`config.mk`:
```
export PLATFORM = sky130hd
export DESIGN_NAME = peg_scorer_flat
export DESIGN_NICKNAME = d
export VERILOG_FILES = /design/src/rtl/peg_scorer_pkg.sv /design/src/rtl/peg_scorer_if.sv /design/src/rtl/peg_scorer_color_counter.sv /design/src/rtl/peg_scorer.sv /design/src/flat_wrapper.sv
export SDC_FILE = /design/constraint.sdc
export NUM_CORES = 1
export LEC_CHECK = 0
export ABC_AREA = 1
export CORE_AREA = 2 2 75 77
export CTS_CLUSTER_DIAMETER = 50
export DETAILED_ROUTE_END_ITERATION = 16
export DIE_AREA = 0 0 77 79
export HOLD_SLACK_MARGIN = 0.05
export PLACE_DENSITY_LB_ADDON = 0.2
export SLEW_MARGIN = 20
export SYNTH_ARGS = -nofsm -noshare
export SYNTH_HDL_FRONTEND = slang
export SYNTH_HIERARCHICAL = 1
export SYNTH_SLANG_ARGS = --single-unit
```
`constraint.sdc`:
```
create_clock -name clk -period 4.37 [get_ports clk]
set_clock_uncertainty 0.05 [all_clocks]
set_input_delay 0.874 -clock clk [delete_from_list [all_inputs] [get_ports clk]]
set_output_delay 0.874 -clock clk [all_outputs]
set_load 0.02 [all_outputs]
```
`src/rtl/peg_scorer_pkg.sv`:
```
// Shared Mastermind definitions: peg geometry, scorer FSM state codes, 3-bit count type.
package mastermind_pkg;

    localparam int NUM_PEGS  = 4;
    localparam int PEG_W_DEF = 3;

    typedef logic [1:0] state_t;
    localparam state_t ST_IDLE  = 2'd0;
    localparam state_t ST_EXACT = 2'd1;
    localparam state_t ST_COUNT = 2'd2;
    localparam state_t ST_DONE  = 2'd3;

    // Counts over four pegs never exceed 4, so 3 bits always suffice.
    typedef logic [2:0] cnt_t;

    function automatic cnt_t cnt_min(input cnt_t a, input cnt_t b);
        return (a < b) ? a : b;
    endfunction

endpackage

```
`src/rtl/peg_scorer_if.sv`:
```
// Request/result bundle between the history block and peg_scorer.
// Optional PEG_SCORER_WIN_EN adds the sticky win flag.
interface peg_scorer_if #(
    parameter int PEG_W = 3
);
    logic             start;
    logic [PEG_W-1:0] guess0, guess1, guess2, guess3;
    logic [PEG_W-1:0] secret0, secret1, secret2, secret3;
    logic             busy;
    logic             done;
    logic [2:0]       black;
    logic [2:0]       white;
`ifdef PEG_SCORER_WIN_EN
    logic             win;

    modport master (
        output start, guess0, guess1, guess2, guess3,
               secret0, secret1, secret2, secret3,
        input  busy, done, black, white, win
    );
    modport slave (
        input  start, guess0, guess1, guess2, guess3,
               secret0, secret1, secret2, secret3,
        output busy, done, black, white, win
    );
`else
    modport master (
        output start, guess0, guess1, guess2, guess3,
               secret0, secret1, secret2, secret3,
        input  busy, done, black, white
    );
    modport slave (
        input  start, guess0, guess1, guess2, guess3,
               secret0, secret1, secret2, secret3,
        output busy, done, black, white
    );
`endif
endinterface

```
`src/rtl/peg_scorer_color_counter.sv`:
```
// Combinational count of how many of the four pegs carry one colour.
module color_counter
    import mastermind_pkg::*;
#(
    parameter int PEG_W = PEG_W_DEF
) (
    input  logic [NUM_PEGS-1:0][PEG_W-1:0] pegs_i,
    input  logic [PEG_W-1:0]               color_i,
    output cnt_t                           count_o
);
    always_comb begin
        count_o = '0;
        for (int i = 0; i < NUM_PEGS; i++)
            count_o = count_o + cnt_t'(pegs_i[i] == color_i);
    end
endmodule

```
`src/rtl/peg_scorer.sv`:
```
// Multi-cycle black/white scorer: one colour per cycle in COUNT.
// Define PEG_SCORER_WIN_EN to add the sticky win output.
module peg_scorer
    import mastermind_pkg::*;
#(
    parameter int NUM_COLORS = 8,
    parameter int PEG_W      = PEG_W_DEF
) (
    input  logic        clk,
    input  logic        reset,
    peg_scorer_if.slave bus
);
    typedef logic [NUM_PEGS-1:0][PEG_W-1:0] pegs_t;
    localparam logic [PEG_W-1:0] C_LAST = PEG_W'(NUM_COLORS - 1);

    state_t           state_q, state_d;
    pegs_t            guess_q, guess_d, secret_q, secret_d;
    logic [PEG_W-1:0] color_q, color_d;
    cnt_t             bacc_q, bacc_d, total_q, total_d;
    cnt_t             black_q, black_d, white_q, white_d;
    cnt_t             exact, cnt_g, cnt_s, cnt_m;
    logic             last_step;

    color_counter #(.PEG_W(PEG_W)) u_cnt_guess (
        .pegs_i (guess_q),
        .color_i(color_q),
        .count_o(cnt_g)
    );
    color_counter #(.PEG_W(PEG_W)) u_cnt_secret (
        .pegs_i (secret_q),
        .color_i(color_q),
        .count_o(cnt_s)
    );

    assign cnt_m     = cnt_min(cnt_g, cnt_s);
    assign last_step = (state_q == ST_COUNT) && (color_q == C_LAST);

    always_comb begin
        exact = '0;
        for (int i = 0; i < NUM_PEGS; i++)
            exact = exact + cnt_t'(guess_q[i] == secret_q[i]);
    end

    always_comb begin
        state_d  = state_q;
        guess_d  = guess_q;
        secret_d = secret_q;
        color_d  = color_q;
        bacc_d   = bacc_q;
        total_d  = total_q;
        black_d  = black_q;
        white_d  = white_q;
        case (state_q)
            ST_IDLE: if (bus.start) begin
                guess_d  = {bus.guess3, bus.guess2, bus.guess1, bus.guess0};
                secret_d = {bus.secret3, bus.secret2, bus.secret1, bus.secret0};
                state_d  = ST_EXACT;
            end
            ST_EXACT: begin
                bacc_d  = exact;
                color_d = '0;
                total_d = '0;
                state_d = ST_COUNT;
            end
            ST_COUNT: begin
                total_d = total_q + cnt_m;
                color_d = color_q + PEG_W'(1);
                // total covers every colour match; exact matches are not white.
                if (last_step) begin
                    black_d = bacc_q;
                    white_d = total_q + cnt_m - bacc_q;
                    state_d = ST_DONE;
                end
            end
            default: state_d = ST_IDLE;
        endcase
    end

    always_ff @(posedge clk or negedge reset) begin
        if (!reset) begin
            state_q  <= ST_IDLE;
            guess_q  <= '0;
            secret_q <= '0;
            color_q  <= '0;
            bacc_q   <= '0;
            total_q  <= '0;
            black_q  <= '0;
            white_q  <= '0;
        end else begin
            state_q  <= state_d;
            guess_q  <= guess_d;
            secret_q <= secret_d;
            color_q  <= color_d;
            bacc_q   <= bacc_d;
            total_q  <= total_d;
            black_q  <= black_d;
            white_q  <= white_d;
        end
    end

    assign bus.busy  = (state_q == ST_EXACT) || (state_q == ST_COUNT);
    assign bus.done  = (state_q == ST_DONE);
    assign bus.black = black_q;
    assign bus.white = white_q;

`ifdef PEG_SCORER_WIN_EN
    logic win_q, win_d;

    assign win_d = win_q | (last_step && (bacc_q == 3'd4));

    always_ff @(posedge clk or negedge reset) begin
        if (!reset) win_q <= 1'b0;
        else        win_q <= win_d;
    end

    assign bus.win = win_q;
`endif
endmodule

```
`src/flat_wrapper.sv`:
```
// flat-port wrapper written by rule: the top's interface ports become plain ports
module peg_scorer_flat import mastermind_pkg::*;
#(
    parameter int NUM_COLORS = 8,
    parameter int PEG_W      = PEG_W_DEF
)
  (clk, reset, bus_start, bus_guess0, bus_guess1, bus_guess2, bus_guess3, bus_secret0, bus_secret1, bus_secret2, bus_secret3, bus_busy, bus_done, bus_black, bus_white);
  peg_scorer_if #(.PEG_W(PEG_W)) bus_i ();
  input  logic clk;
  input  logic reset;
  input wire logic [$bits(bus_i.start)-1:0] bus_start;
  input wire logic [$bits(bus_i.guess0)-1:0] bus_guess0;
  input wire logic [$bits(bus_i.guess1)-1:0] bus_guess1;
  input wire logic [$bits(bus_i.guess2)-1:0] bus_guess2;
  input wire logic [$bits(bus_i.guess3)-1:0] bus_guess3;
  input wire logic [$bits(bus_i.secret0)-1:0] bus_secret0;
  input wire logic [$bits(bus_i.secret1)-1:0] bus_secret1;
  input wire logic [$bits(bus_i.secret2)-1:0] bus_secret2;
  input wire logic [$bits(bus_i.secret3)-1:0] bus_secret3;
  output wire logic [$bits(bus_i.busy)-1:0] bus_busy;
  output wire logic [$bits(bus_i.done)-1:0] bus_done;
  output wire logic [$bits(bus_i.black)-1:0] bus_black;
  output wire logic [$bits(bus_i.white)-1:0] bus_white;
  assign bus_i.start = bus_start;
  assign bus_i.guess0 = bus_guess0;
  assign bus_i.guess1 = bus_guess1;
  assign bus_i.guess2 = bus_guess2;
  assign bus_i.guess3 = bus_guess3;
  assign bus_i.secret0 = bus_secret0;
  assign bus_i.secret1 = bus_secret1;
  assign bus_i.secret2 = bus_secret2;
  assign bus_i.secret3 = bus_secret3;
  assign bus_busy = bus_i.busy;
  assign bus_done = bus_i.done;
  assign bus_black = bus_i.black;
  assign bus_white = bus_i.white;
  peg_scorer #(.NUM_COLORS(NUM_COLORS), .PEG_W(PEG_W)) u_core (.clk(clk), .reset(reset), .bus(bus_i));
endmodule
```
==> results.sh, run 1 <==
export IMPL_required_ns=4.52
export IMPL_reg2regPathDepth=21
export IMPL_numCtsBuffers=5
export IMPL_synthTopCellsByArea="dfrtp_1 (40%), mux2_4 (12%), ha_1 (8.3%)"
export IMPL_setup_tns_ns=0
export IMPL_p_total_mw=2.96
export IMPL_hp_class="reg2reg"
export IMPL_powerDensity_nw_per_um2=889
export IMPL_num_antenna_cells=0
export IMPL_grt_pass1_vias=1652
export IMPL_start_util=0.481
export IMPL_relSlewSlack=0.393
export IMPL_hpwl_um=3350
export IMPL_maxCapViolations=0
export IMPL_slowest_stage="fa_1"
export IMPL_hold_violations=0
export IMPL_critPathCapture="u_core/bus.white[2]$_DFFE_PN0P_"
export IMPL_setup_worst_path_start="u_core/color_q[2]$_DFFE_PN0P_"
export IMPL_path_delay_family="adder cells"
export IMPL_synth_distinct_cells=24
export IMPL_layoutNonFillerInstCount=354
export IMPL_insertion_delay_ns=0.30
export IMPL_netlist_area_um2=2570
export IMPL_detail_route_wl_per_cell_um=13.7
export IMPL_worstSetupPathType="reg2reg"
export IMPL_clock_sinks=41
export IMPL_core_um2=5340
export IMPL_antenna_found_initial=0
export IMPL_synth_common_cells="dfrtp_1 (41), nand2_1 (38), inv_1 (26), mux2_4 (20), xnor2_1 (18)"
export IMPL_rr_startpoint="u_core/color_q[2]$_DFFE_PN0P_"
export IMPL_synthXorXnorAreaFrac=0.134
export IMPL_synth_top_cell_area_share=0.400
export IMPL_num_fill_cells=449
export IMPL_grt_use_met1=0.217
export IMPL_synth_edff_count=0
export IMPL_synthArstFlopShare=1.00
export IMPL_status="completed"
export IMPL_fin_crit_sh=0.968
export IMPL_cts_tree="yes"
export IMPL_dr_pass1_iters=4
export IMPL_syn_num_nets=286
export IMPL_critical_path_buf_inv_count=3
export IMPL_grt_ovfl_total=0
export IMPL_cp_data_arrival_time_ns=4.38
export IMPL_portBuffers=34
export IMPL_clk_path_buf_depth=2
export IMPL_vdd_drop_max_mv=0.493
export IMPL_grt_util_all_layers=0.163
export IMPL_drt_total_wl_um=4860
export IMPL_tightest_slew_ns=0.910
export IMPL_num_vias=1733
export IMPL_cts_max_level=2
export IMPL_critical_path_depth=21
export IMPL_grt_pass1_wl_um=7780
export IMPL_drtAntennaViolNets=0
export IMPL_die_width_um=77
export IMPL_min_period_ns=4.23
export IMPL_yosys_warnings=6
export IMPL_synthesis_instances=237
export IMPL_drcViolationCount=0
export IMPL_nets=330
export IMPL_io_pin_count=35
export IMPL_first_iter_violations=45
export IMPL_r2r_end="u_core/bus.white[2]$_DFFE_PN0P_"
export IMPL_hold_buffers=0
export IMPL_gp_congestion=0.765
export IMPL_syn_avg_cell_area_um2=10.8
export IMPL_dp_cells=341
export IMPL_setup_ws_ns=0.141
export IMPL_cts_reportedPaths_clkPinSlew_ns=0.08
export IMPL_die_y_um=79
export IMPL_layout_drive_gt1_share=0.262
export IMPL_setup_viol=0
export IMPL_synth_adder_area_share=0.122
export IMPL_ys_ff_latch=41
export IMPL_crit_path_max_incr_delay_ns=0.54
export IMPL_worstPathMaxFanout=5
export IMPL_cp_cell_sequence="buf_12 > xnor2_4 > nand3_2 > fa_1 > inv_1 > ha_1 > ha_2 > inv_2 > ha_4 > nand2_2 > nand2_2 > a31o_4 > nand2_1 > o21ai_1 > ha_2 > fa_1 > fa_2 > xor2_1 > nand3b_1 > nand3_1 > nand2_1"
export IMPL_leakagePower_nw=1.56
export IMPL_gr_usage_met3=0.0307
export IMPL_start_kind="register"
export IMPL_fp_row_count=27
export IMPL_syn_to_final_growth_pct=29.7
export IMPL_synth_top_family_by_area="multiplexers"
export IMPL_report_final_slew_viol_count=0
export IMPL_dieArea_um2=6080
export IMPL_worstSetupEndpointType="register"
export IMPL_fmax_mhz=236
export IMPL_holdWs_ns=0.440
export IMPL_yosysMostFrequentCell="dfrtp_1"
export IMPL_busiest_layer="met2"
export IMPL_yosys_area_share_simple=0.105
export IMPL_ys_seq_area_frac=0.400
export IMPL_yosysTopAreaCell="dfrtp_1"
export IMPL_r2r_slack_ns=0.14
export IMPL_grt_max_degree=42
export IMPL_synth_compound_area_frac=0.0443
export IMPL_synth_ff_type="dfrtp_1"
export IMPL_met2_usage=0.264
export IMPL_routed_via_density=4.90
export IMPL_post_place_ws_ns=-0.0148
export IMPL_synthMuxAreaShare=0.135
export IMPL_clockRootBuffer="clkbuf_8"
## worst min path at each step
stage	startpoint	endpoint	slack, ns	depth (start not counted)
5_1_grt	u_core/bus.white[2]$_DFFE_PN0P_	u_core/bus.white[2]$_DFFE_PN0P_	0.46	2
6_report	u_core/bus.white[0]$_DFFE_PN0P_	u_core/bus.white[0]$_DFFE_PN0P_	0.44	2
2_1_floorplan	u_core/total_q[0]$_DFFE_PN0P_	u_core/total_q[0]$_DFFE_PN0P_	0.41	2
4_1_cts	u_core/bus.white[2]$_DFFE_PN0P_	u_core/bus.white[2]$_DFFE_PN0P_	0.44	2
3_5_place_dp	u_core/bus.white[2]$_DFFE_PN0P_	u_core/bus.white[2]$_DFFE_PN0P_	0.42	2
3_3_place_gp	u_core/bus.white[1]$_DFFE_PN0P_	u_core/bus.white[1]$_DFFE_PN0P_	0.42	2
## area by class of cell
class | count | area, um2 | area share
Clock buffer | 6 | 82.6 | 0.0248
Clock inverter | 2 | 37.5 | 0.0113
Timing Repair Buffer | 44 | 424 | 0.127
Tap cell | 72 | 90.1 | 0.0271
Sequential cell | 41 | 1030 | 0.309
Inverter | 26 | 97.6 | 0.0293
Multi-Input combinational cell | 163 | 1570 | 0.471
## report_power, final
part           switching, mW  total (mW)  leakage (nW)  internal, mW
Combinational          0.866        1.89         0.995          1.02
Clock                  0.137       0.323        0.0574         0.186
Sequential             0.217       0.745         0.509         0.529
Total                   1.22        2.96          1.56          1.74
## registers in the layout, indices dropped and copies added, names as in the netlist
name and count:
u_core/guess_q 12, u_core/secret_q 12, u_core/bacc_q 3, u_core/bus.black 3, u_core/bus.white 3, u_core/color_q 3, u_core/total_q 3, u_core/state_q 2
## per-stage QoR
stage	utilization	cell area, um2
finish	0.624	3330
global route	0.624	3330
global placement	0.557	2970
detailed placement	0.557	2970
CTS	0.579	3090
floorplan	-	2570
## cell usage in the layout, fill, tap and decap left out
cell type and instances:
nor2_1 4, buf_4 7, ha_4 3, o22ai_1 1, buf_12 1, buf_2 2, a21oi_1 1, clkbuf_8 6
nand2_1 36, inv_2 2, xor2_1 15, nor3_1 4, o31ai_1 1, o21ai_0 11, nand3_2 4, xnor2_4 5
nand3_1 10, mux2_2 4, inv_1 24, fa_1 4, clkdlybuf4s50_1 33, xnor2_1 9, ha_1 11, clkinvlp_4 1
mux2_4 20, a22o_1 3, xnor2_2 6, dfrtp_1 38, a31o_4 1, ha_2 3, o21ai_1 1, nand2_2 3
bufinv_16 1, dfrtp_2 3, fa_2 1, nand3b_1 2, buf_6 1
## tightest hold or removal path: cells and delay by family (launching register included)
| family | cells | cell delay [ns] |
|---|---|---|
| DFF | 1 | 0.35 |
| AOI/OAI and AO/OA | 1 | 0.06 |
| and+or+nand+nor | 1 | 0.05 |
## repair_timing
item / CTS / global route
setup buffers: 0 / 5
resized for setup: 1 / 36
pin swaps: 0 / 11
setup endpoints to repair: 1 / 1
## routing by layer
metal  share of wire  up-vias
met2            0.49       25
met5               0        -
met1            0.47      848
met3           0.025        6
met4           0.015        0
li1                -      854
## cell families (layout without fill, tap and decap cells)
kind of cell	Yosys count	count (layout)
AND/OR/NAND/NOR	63	63
flip-flops	41	41
XOR/XNOR	35	35
buffers and inverters	33	78
multiplexers	24	24
adder cells (fa/ha/maj)	22	22
AO/OA/AOI/OAI	19	19
Note: power is estimated with default switching activity, not from simulation.
==> run 2, diff against run 1 <==
SETUP_SLACK_MARGIN = 0.2   (was unset)
==> results.sh, run 2 (synthesized netlist as in run 1, its figures left out) <==
export IMPL_status="completed"
export IMPL_setup_worst_path_start="u_core/color_q[0]$_DFFE_PN0P_"
export IMPL_routed_via_density=4.86
export IMPL_core_um2=5340
export IMPL_layout_commonest_cell="dfrtp_1"
export IMPL_fmax_mhz=240
export IMPL_setup_ws_ns=0.202
export IMPL_grt_util_all_layers=0.172
export IMPL_rsz0062_at_grt="true"
export IMPL_required_ns=4.51
export IMPL_hp_class="reg2reg"
export IMPL_start_kind="register"
export IMPL_die_width_um=77
export IMPL_p_sw_frac=0.415
export IMPL_cts_reportedPaths_clkPinSlew_ns=0.08
export IMPL_r2r_slack_ns=0.20
export IMPL_nets=331
export IMPL_min_period_ns=4.17
export IMPL_rr_startpoint="u_core/color_q[0]$_DFFE_PN0P_"
export IMPL_clockRootBuffer="clkbuf_8"
export IMPL_post_place_ws_ns=-0.0241
export IMPL_first_iter_violations=48
export IMPL_final_cell_mix="dfrtp_1 (39), nand2_1 (36), clkdlybuf4s50_1 (33)"
export IMPL_clk_path_buf_depth=2
export IMPL_hold_buffers=0
export IMPL_drtAntennaViolNets=0
export IMPL_internal_power_mw=1.78
export IMPL_critPathCapture="u_core/bus.white[2]$_DFFE_PN0P_"
export IMPL_worstSetupEndpointType="register"
export IMPL_dp_cells=338
export IMPL_hpwl_um=3340
export IMPL_powerDensity_nw_per_um2=925
export IMPL_drcViolationCount=0
export IMPL_p_clk_frac=0.083
export IMPL_num_vias=1727
export IMPL_cp_data_arrival_time_ns=4.31
export IMPL_relSlewSlack=0.383
export IMPL_maxCapViolations=0
export IMPL_switchingPower_mw=1.26
export IMPL_seqPwrFrac=0.241
export IMPL_tightest_slew_ns=0.926
export IMPL_antenna_found_initial=0
export IMPL_dieArea_um2=6080
export IMPL_syn_to_final_growth_pct=28.4
export IMPL_start_util=0.481
export IMPL_drt_total_wl_um=4860
export IMPL_grt_pass1_vias=1715
export IMPL_insertion_delay_ns=0.29
export IMPL_power_frac_comb=0.675
export IMPL_numCtsBuffers=5
export IMPL_fp_row_count=27
export IMPL_layoutNonFillerInstCount=355
export IMPL_gp_congestion=0.745
export IMPL_leakagePower_nw=1.54
export IMPL_r2r_end="u_core/bus.white[2]$_DFFE_PN0P_"
export IMPL_clock_sinks=41
export IMPL_reg2regPathDepth=21
export IMPL_worstSetupPathType="reg2reg"
export IMPL_grt_max_degree=42
export IMPL_fin_crit_sh=0.954
export IMPL_die_y_um=79
export IMPL_grt_ovfl_total=0
export IMPL_dr_pass1_iters=4
export IMPL_portBuffers=34
export IMPL_top_regs="u_core/guess_q: 12 flops, u_core/secret_q: 12 flops"
export IMPL_io_pin_count=35
export IMPL_report_final_slew_viol_count=0
export IMPL_cts_max_level=2
export IMPL_worstPathMaxFanout=12
export IMPL_cts_tree="yes"
export IMPL_vdd_drop_max_mv=0.448
export IMPL_hold_violations=0
export IMPL_grt_pass1_wl_um=8160
export IMPL_detail_route_wl_per_cell_um=13.7
export IMPL_num_antenna_cells=0
export IMPL_setup_viol=0
export IMPL_layout_drive_gt1_share=0.247
[run 2: cell types whose count changed in the layout (fill, tap and decap cells not counted), sizes merged]
cell,previous run,this run
bufinv,1,0
clkbuf,6,8
clkinvlp,1,0
buf,11,12
[run 2: power groups by stage]
stage               Clock [mW]  Sequential, mW  Combinational (mW)
floorplan                    0           0.673                1.28
global placement             0           0.726                1.53
detailed placement           0           0.731                1.55
CTS                      0.263           0.727                1.86
global route             0.283           0.759                2.31
finish                   0.254           0.735                2.06
[run 2: final cells by class]
| cell class | count | area [um2] |
|---|---|---|
| fill | 458 | 2040 |
| multi-input combinational | 163 | 1550 |
| sequential | 41 | 1030 |
| timing repair buffer | 45 | 438 |
| inverter | 26 | 100 |
| clock buffer | 8 | 90.1 |
| tap | 72 | 90.1 |
[run 2: metal layers]
metal | GRT usage | share of wire
met5 | 0 | 0
met4 | 0.0625 | 0.012
met3 | 0.0318 | 0.027
met2 | 0.274 | 0.49
met1 | 0.236 | 0.47
[run 2: stage by stage]
step	setup TNS (ns)	area [um2]	utilization	power, mW	hold WS [ns]
after detailed placement	-0.0241	2960	0.555	2.28	0.419
after global routing	0	3300	0.617	3.35	0.483
after global placement	0	2960	0.555	2.25	0.414
after floorplan	0	2570	-	1.95	0.409
after CTS	0	3210	0.602	2.85	0.440
final	0	3300	0.617	3.05	0.439
[run 2: worst min-delay path by stage]
stage / start / endpoint / slack, ns / depth (start not counted)
floorplan: u_core/total_q[0]$_DFFE_PN0P_ / u_core/total_q[0]$_DFFE_PN0P_ / 0.41 / 2
global placement: u_core/bus.white[1]$_DFFE_PN0P_ / u_core/bus.white[1]$_DFFE_PN0P_ / 0.41 / 2
detailed placement: u_core/bus.white[2]$_DFFE_PN0P_ / u_core/bus.white[2]$_DFFE_PN0P_ / 0.42 / 2
CTS: u_core/bus.white[2]$_DFFE_PN0P_ / u_core/bus.white[2]$_DFFE_PN0P_ / 0.44 / 2
global route: u_core/bus.white[0]$_DFFE_PN0P_ / u_core/bus.white[0]$_DFFE_PN0P_ / 0.48 / 2
finish: u_core/bus.white[2]$_DFFE_PN0P_ / u_core/bus.white[2]$_DFFE_PN0P_ / 0.44 / 2
[run 2: critical path, stage by stage, from the launching register on]
cell      delay (ns)
dfrtp_1         0.40
buf_12          0.16
xnor2_1         0.23
nand3_2         0.13
fa_1            0.51
inv_1           0.05
ha_2            0.20
ha_4            0.27
inv_2           0.05
ha_4            0.15
nand2_4         0.07
nand2_4         0.05
a31o_4          0.23
buf_4           0.13
nor2_2          0.10
a21oi_2         0.05
fa_2            0.47
fa_2            0.35
xor2_1          0.16
nand3b_1        0.16
nand3_1         0.07
nand2_1         0.05
[run 2: what timing repair did]
action | 4_1_cts | 5_1_grt
pin swaps | 9 | 8
endpoints found under the setup margin | 1 | 2
hold endpoints to repair | 0 | 0
setup buffers | 6 | 3
resized for setup | 25 | 10
